<file path="src/rtl/vga_fb_arbiter.sv">
// vga_fb_arbiter
// Shares one synchronous single-port framebuffer RAM between the scanout
// prefetcher (which fills a show-ahead pixel FIFO) and the host requester.
// Scanout takes the port when its FIFO level is at or below LOW_WM. Otherwise
// contested cycles alternate between the two sides.
//
// Ports
//   clk, n_rst          clock, asynchronous active-low reset
//   frame_start         restart scanout at FB_BASE and flush the FIFO
//   pix_rd              pop the FIFO head
//   pix_valid/pix_data  show-ahead FIFO head
//   underrun            sticky flag for a pop while empty, cleared by frame_start
//   host_req/we/addr/wdata  host access request, held until host_gnt
//   host_gnt            host access issued to memory this cycle
//   host_rvalid/rdata   host read response, one cycle after the grant
//   mem_req/we/addr/wdata   memory command, combinational
//   mem_rdata           memory read data, one cycle after a read
//
// state | meaning
// IDLE  | after reset, no scanout fetches, host only
// FETCH | fetching frame words fp = 0 .. FB_WORDS-1
// DONE  | last frame word fetched, host only until next frame_start
module vga_fb_arbiter #(
   parameter int AW       = 16,
   parameter int DW       = 32,
   parameter int FB_BASE  = 0,
   parameter int FB_WORDS = 38400,
   parameter int DEPTH    = 8,
   parameter int LOW_WM   = 2
) (
   input  logic          clk,
   input  logic          n_rst,
   input  logic          frame_start,
   input  logic          pix_rd,
   output logic          pix_valid,
   output logic [DW-1:0] pix_data,
   output logic          underrun,
   input  logic          host_req,
   input  logic          host_we,
   input  logic [AW-1:0] host_addr,
   input  logic [DW-1:0] host_wdata,
   output logic          host_gnt,
   output logic          host_rvalid,
   output logic [DW-1:0] host_rdata,
   output logic          mem_req,
   output logic          mem_we,
   output logic [AW-1:0] mem_addr,
   output logic [DW-1:0] mem_wdata,
   input  logic [DW-1:0] mem_rdata
);

   localparam int FPW = (FB_WORDS > 1) ? $clog2(FB_WORDS) : 1;
   localparam int PW  = (DEPTH > 1) ? $clog2(DEPTH) : 1;
   localparam int OW  = $clog2(DEPTH + 1);
   localparam logic [FPW-1:0] FP_LAST = FPW'(FB_WORDS - 1);
   localparam logic [OW:0]    DEPTH_C = (OW+1)'(DEPTH);
   localparam logic [OW:0]    LOW_C   = (OW+1)'(LOW_WM);

   typedef enum logic [1:0] {IDLE, FETCH, DONE} state_t;

   state_t          state;
   logic [FPW-1:0]  fp;
   logic [OW-1:0]   occ;
   logic [PW-1:0]   rd_ptr;
   logic [PW-1:0]   wr_ptr;
   logic [DW-1:0]   fifo [DEPTH];
   logic            inflight_q;
   logic            inflight_epoch;
   logic            epoch;
   logic            last_fetch;
   logic            host_rd_q;

   logic [OW:0]     level;
   logic            fetch_elig;
   logic            urgent;
   logic            fetch_win;
   logic            host_win;
   logic            contest;
   logic            push;
   logic            pop;
   logic [31:0]     fetch_addr;

   // Level counts the read still in flight so the FIFO can never overflow.
   assign level      = {1'b0, occ} + {{OW{1'b0}}, inflight_q};
   assign fetch_elig = (state == FETCH) && (level < DEPTH_C);
   assign urgent     = fetch_elig && (level <= LOW_C);
   assign contest    = fetch_elig && host_req && !urgent;
   assign fetch_win  = fetch_elig && (urgent || !host_req || !last_fetch);
   assign host_win   = host_req && !fetch_win;
   assign fetch_addr = 32'(FB_BASE) + 32'(fp);

   assign mem_req   = fetch_win || host_win;
   assign mem_we    = host_win && host_we;
   assign mem_addr  = fetch_win ? fetch_addr[AW-1:0] : (host_win ? host_addr : '0);
   assign mem_wdata = host_win ? host_wdata : '0;

   assign host_gnt    = host_win;
   assign host_rvalid = host_rd_q;
   assign host_rdata  = host_rd_q ? mem_rdata : '0;

   // A read issued before the latest frame_start carries the old epoch and is dropped.
   assign push = inflight_q && (inflight_epoch == epoch);
   assign pop  = pix_rd && (occ != '0);

   assign pix_valid = (occ != '0);
   assign pix_data  = fifo[rd_ptr];

   always_ff @(posedge clk or negedge n_rst) begin
      if (!n_rst) begin
         state          <= IDLE;
         fp             <= '0;
         occ            <= '0;
         rd_ptr         <= '0;
         wr_ptr         <= '0;
         inflight_q     <= 1'b0;
         inflight_epoch <= 1'b0;
         epoch          <= 1'b0;
         last_fetch     <= 1'b0;
         host_rd_q      <= 1'b0;
         underrun       <= 1'b0;
         for (int i = 0; i < DEPTH; i++) fifo[i] <= '0;
      end else begin
         inflight_q     <= fetch_win;
         inflight_epoch <= epoch;
         host_rd_q      <= host_win && !host_we;
         if (contest) last_fetch <= fetch_win;

         if (frame_start) begin
            state    <= FETCH;
            fp       <= '0;
            epoch    <= ~epoch;
            occ      <= '0;
            rd_ptr   <= '0;
            wr_ptr   <= '0;
            underrun <= 1'b0;
         end else begin
            if (fetch_win) begin
               if (fp == FP_LAST) state <= DONE;
               else               fp    <= fp + 1'b1;
            end
            if (push) begin
               fifo[wr_ptr] <= mem_rdata;
               wr_ptr       <= wr_ptr + 1'b1;
            end
            if (pop) rd_ptr <= rd_ptr + 1'b1;
            if (push && !pop)      occ <= occ + 1'b1;
            else if (pop && !push) occ <= occ - 1'b1;
            if (pix_rd && (occ == '0)) underrun <= 1'b1;
         end
      end
   end

endmodule

</file>
<file path="config.mk">
export PLATFORM = sky130hd
export DESIGN_NAME = vga_fb_arbiter
export DESIGN_NICKNAME = d
export VERILOG_FILES = /design/src/rtl/vga_fb_arbiter.sv
export SDC_FILE = /design/constraint.sdc
export NUM_CORES = 1
export LEC_CHECK = 0
export CORE_UTILIZATION = 35
export CTS_CLUSTER_SIZE = 30
export DETAILED_ROUTE_END_ITERATION = 7
export GPL_ROUTABILITY_DRIVEN = 0
export SYNTH_ARGS = -nofsm -noshare
export SYNTH_HDL_FRONTEND = slang
export SYNTH_SLANG_ARGS = --single-unit
export TNS_END_PERCENT = 1
</file>
<file path="constraint.sdc">
create_clock -name clk -period 6.35 [get_ports clk]
set_input_delay 1.905 -clock clk [delete_from_list [all_inputs] [get_ports clk]]
set_output_delay 1.905 -clock clk [all_outputs]
set_load 0.02 [all_outputs]
</file>
**After elaboration in Yosys (flattened, before gate mapping)**

Cells that the tools add are included.
W data, S select, Z words.

- Register bits: 290
- Bits in latches: 0
- Bits in writable memories: 0
- Bits in read-only memories: 0
- Input port bits: 86
- Output and inout bits: 118
- Word-level logic and storage cells: 98
- Memories: 0

- $add $sub $neg: 6
- Multipliers: 0
- Divide/modulo/power cells: 0
- Order comparisons: 5
- Equal/unequal tests: 4
- Shifts and indexed selects: 0
- Multiplexer cells: 25
- Bitwise gates (word level): 4
- Reductions and logical operators: 35

Operators with widths:

| kind | count |
|---|---|
| $bwmux W256 | 1 |
| $mux W32 | 5 |
| $bmux W32 S3 | 1 |
| $demux W32 S3 | 1 |
| $mux W16 | 5 |
| $add A16 B1 Y16 const B | 1 |
| $eq A16 B16 Y1 const B | 1 |
| $logic_and A1 B1 Y1 | 14 |
| $mux W3 | 4 |
| $mux W4 | 3 |
| $reduce_bool A2 Y1 | 5 |
| $ge A4 B4 Y1 const B | 2 |
| $not A3 Y4 | 2 |
| $logic_not A1 Y1 | 7 |
| $add A3 B1 Y3 const B | 2 |
| $mux W2 | 3 |
| $reduce_and A2 Y1 | 3 |
| $add A4 B1 Y5 | 1 |
| $le A5 B2 Y1 const B | 1 |
| $lt A5 B4 Y1 const B | 1 |
| $add A4 B1 Y4 const B | 1 |
| $logic_not A4 Y1 | 1 |
| $lt A4 B1 Y1 const B | 1 |
| $reduce_bool A4 Y1 | 1 |
| other kinds (8) | 12 |

**Logic depth before layout (Yosys ltp)**

- Depth in word-level cells: 11
- Depth in mapped cells: 10
- Gate-level depth less buffers: 9

**Least setup slack after synthesis**

OpenSTA, ideal clock, no wires.

- Path type: input-to-output
- From: in host_req
- To: out mem_addr[9]
- Data arrival time: 3.489 ns
- Data required time: 4.445 ns
- Path slack: 0.956 ns
- Stages: 7
- Path buffers: 2
- Cell sequence: clkbuf_1 -> nand2_1 -> a21oi_1 -> nand2b_1 -> clkbuf_1 -> inv_1 -> o21ai_0

- Cells in the longest elaborated chain, start to end: 8

RTL lines:

| what | RTL line | text |
|---|---|---|
| start: declaration | 38 | `input logic host_req,` |
| $logic_not A1 Y1 | 88 | `assign fetch_win = fetch_elig && (urgent \|\| !host_req \|\| !last_fetch);` |
| $logic_or A1 B1 Y1 (2 in series) | 88 |  |
| $logic_and A1 B1 Y1 | 88 |  |
| $logic_not A1 Y1 | 89 | `assign host_win = host_req && !fetch_win;` |
| $logic_and A1 B1 Y1 | 89 |  |
| $mux W16 | 94 | `assign mem_addr = fetch_win ? fetch_addr[AW-1:0] : (host_win ? host_addr : '0);` |
| $mux W16 (*) | 94 |  |
| end: declaration | 47 | `output logic [AW-1:0] mem_addr,` |

Every way passes the cells marked *; elsewhere a longest branch is shown, timed or not.

**Final worst setup path**

Same ends and word-level chain as after synthesis.

==> run_results.csv <==
group,metric,value,unit
die,fp.dieH,201,um
route,ant_nets,0,
timing,finalMaxSlewViolations,0,
clock_tree,worstSkewPairLatency,510,ps
synth,async_flop_share,1.00,
route,finalWirelength,34.1,mm
flow_run,cap_violations,0,
synth,syn_avg_cell_area,14.2,um2
global_route,met2_usage,0.283,
timing,finalHoldViolations,0,
setup_path,criticalPathCategory,"in -> out",
timing,final.setup_skew,17.9,ps
hold_path,worstHoldPathCells,1,
synth,ys_seq_area_frac,0.524,
global_route,grt_use_met1,0.242,
clock_tree,cts_buffers,35,
timing,slew_headroom,0.426,
die,die_area,40400,um2
setup_path,crit_path_end_kind,"primary output",
clock_tree,hold_buffers,0,
timing,worstMarginPinSlew,862,ps
setup_path,start_kind,"primary input",
timing,rsz0062_at_grt,"false",
synth,syn_nets,1073,
setup_path,cpPeakStageDelay,640,ps
setup_path,path_cells,"clkdlybuf4s50_1, nand2_1, a21oi_1, nand2b_1, inv_1, o21ai_0, clkdlybuf4s50_1",
finish,drive_gt1_frac,0.374,
synth,synth.distinct_cells,46,
hold_path,hold_end,"last_fetch",
synth,netlist_area,13900,um2
finish,antenna_cells,0,
setup_path,crit_slowest_cell,"clkdlybuf4s50_1",
route,dr.pass1.iters,4,
route,vias,8802,
clock_tree,htree_levels,2,
synth,synth-edff-count,0,
setup_path,r2r_cells,7,
die,start_util,0.357,
placement,place_ws,513,ps
placement,portBuffers,203,
die,io_pins,204,
finish,syn_to_final_growth,27.2,%
timing,fmax,0.171,GHz
route,drt_iter0_drc,418,
finish,nets,1272,
setup_path,r2r_end,"fp[7]",
finish,final_common_cell,"mux2_2",
setup_path,critPathMaxFanout,16,
synth,syn_inst,979,
outcome,status,"completed",
clock_tree,path_clk_slew,50,ps
placement,dpl.hpwl,20.7,mm
pwr,power_leakage,0.00779,uW
hold_path,hold_path.class,"reg -> reg",
hold_path,hp-start,"last_fetch",
clock_tree,cts_tree,"yes",
setup_path,ff2ff_setup_slack,3500,ps
global_route,antenna_found_initial,0,
clock_tree,cts-root-buf,"clkbuf_16",
route,wl_per_cell,19.8,um
die,core_area,38800,um2
setup_path,critPathRequiredTime,4450,ps
timing,setup_viol,0,
global_route,grt_pass1_vias,9453,
timing,period_needed,5840,ps
timing,layout_setup_ws,508,ps
setup_path,critPathArrivalTime,3940,ps
clock_tree,post_cts_resized,0,
pwr,p_per_area,404,nW/um2
route,drc,0,
pwr,irDropWorstVdd,0.194,mV
die,row_count,72,
clock_tree,clock-sinks,290,
timing,min_period_over_period,0.920,
setup_path,r2r_start,"occ[0]",
global_route,grt_usage,0.173,
synth,yosys_warnings,0,
setup_path,path_common_cell,"clkdlybuf4s50_1",
global_route,grt_max_degree,105,
clock_tree,cts.path.max_buffers,3,
clock_tree,post_cts_buffers,0,
synth,synthFlopType,"dfrtp_1",
route,vias_per_cell,5.12,
global_route,grt-ovfl-total,0,
global_route,grt_pass1_wl,54.8,mm
global_route,grtUsageMet3,0.0240,
global_route,busiest_layer,"met2",
finish,mostFrequentLayoutCells,"289 x mux2_2, 287 x dfrtp_1, 202 x clkdlybuf4s50_1",
timing,tns,0,ps
synth,synth-seq-cells,290,
die,die_x,201,um
[worst max-delay path by stage]
| stage | start | endpoint | slack, ps | depth (start not counted) |
|---|---|---|---|---|
| floorplan | host_req | mem_addr[9] | 960 | 7 |
| global placement | host_req | mem_addr[9] | 500 | 7 |
| detailed placement | host_req | mem_addr[9] | 510 | 7 |
| CTS | host_req | mem_addr[9] | 480 | 7 |
| global route | host_req | mem_addr[9] | 330 | 7 |
| finish | host_req | mem_addr[9] | 510 | 7 |
[per-stage QoR]
step                      utilization  cells  hold WS (ps)  power (uW)  cell area [um2]
final                           0.454   1719           470        7130            17600
after global routing            0.454   1719           497        7550            17600
after CTS                       0.454   1719           469        7260            17600
after detailed placement        0.426   1659           459        5310            16500
after global placement          0.426   1659           464        5250            16500
after floorplan                     -    979           442        4330            13900
[synthesized netlist by cell type (3+ instances only)]
cell type	number	area [um2]
nor4_1	5	31.3
mux4_2	64	1440
and3_1	35	219
and2_1	34	213
nand4_1	3	18.8
nor3b_1	3	22.5
nand2_1	44	165
mux2i_1	4	40.0
inv_1	10	37.5
clkbuf_1	41	154
nor3_1	3	15.0
mux2_2	289	3250
nor2b_1	3	18.8
ha_1	7	87.6
xnor2_1	9	78.8
nand3_1	21	105
nor2_1	20	75.1
xor2_1	8	70.1
o21ai_0	10	50.1
nand3b_1	3	22.5
a21oi_1	14	70.1
or3_1	6	37.5
buf_2	17	85.1
dfrtp_1	290	7260
buf_1	8	30.0
[power breakdown]
| part | internal (uW) | leakage (uW) | switching [uW] | total, uW |
|---|---|---|---|---|
| sequential | 2320 | 0.00382 | 307 | 2620 |
| combinational | 1470 | 0.00344 | 1140 | 2610 |
| clock | 1130 | 0.000533 | 769 | 1900 |
| total | 4910 | 0.00779 | 2220 | 7130 |
[layout make-up]
cell class / count / area, um2
fill: 3526 / 21200
sequential: 290 / 7260
multi-input combinational: 612 / 6320
timing repair buffer: 229 / 2270
clock buffer: 50 / 992
tap: 518 / 648
clock inverter: 10 / 103
inverter: 10 / 37.5
[metal layers]
layer	part of all wire	wire length, um
met2	0.49	16500
met1	0.46	15800
met3	0.035	1190
met4	0.017	596
met5	0	0
[critical path, delay by kind of cell]
kind	cells	cell delay [ps]
buffers and inverters	3	1410
AOI/OAI and AO/OA	2	400
and+or+nand+nor	2	220
[cells by family (layout without fill, tap and decap cells)]
family	Yosys count	after routing	share of synthesized area
multiplexers	358	358	0.342
XOR/XNOR	17	17	0.0107
AO/OA/AOI/OAI	32	32	0.0135
AND/OR/NAND/NOR	197	197	0.0793
flip-flops	290	290	0.524
adder cells (fa/ha/maj)	8	8	0.00776
buffers and inverters	77	299	0.0227
[state kept, by name (all words and copies together) (netlist names)]
register        cells
rd_ptr              3
inflight_epoch      1
host_rvalid         1
epoch               1
underrun            1
wr_ptr              3
occ                 4
last_fetch          1
inflight_q          1
fifo              256
fp                 16
state               2
No activity file was read; power rests on OpenSTA's default activity.
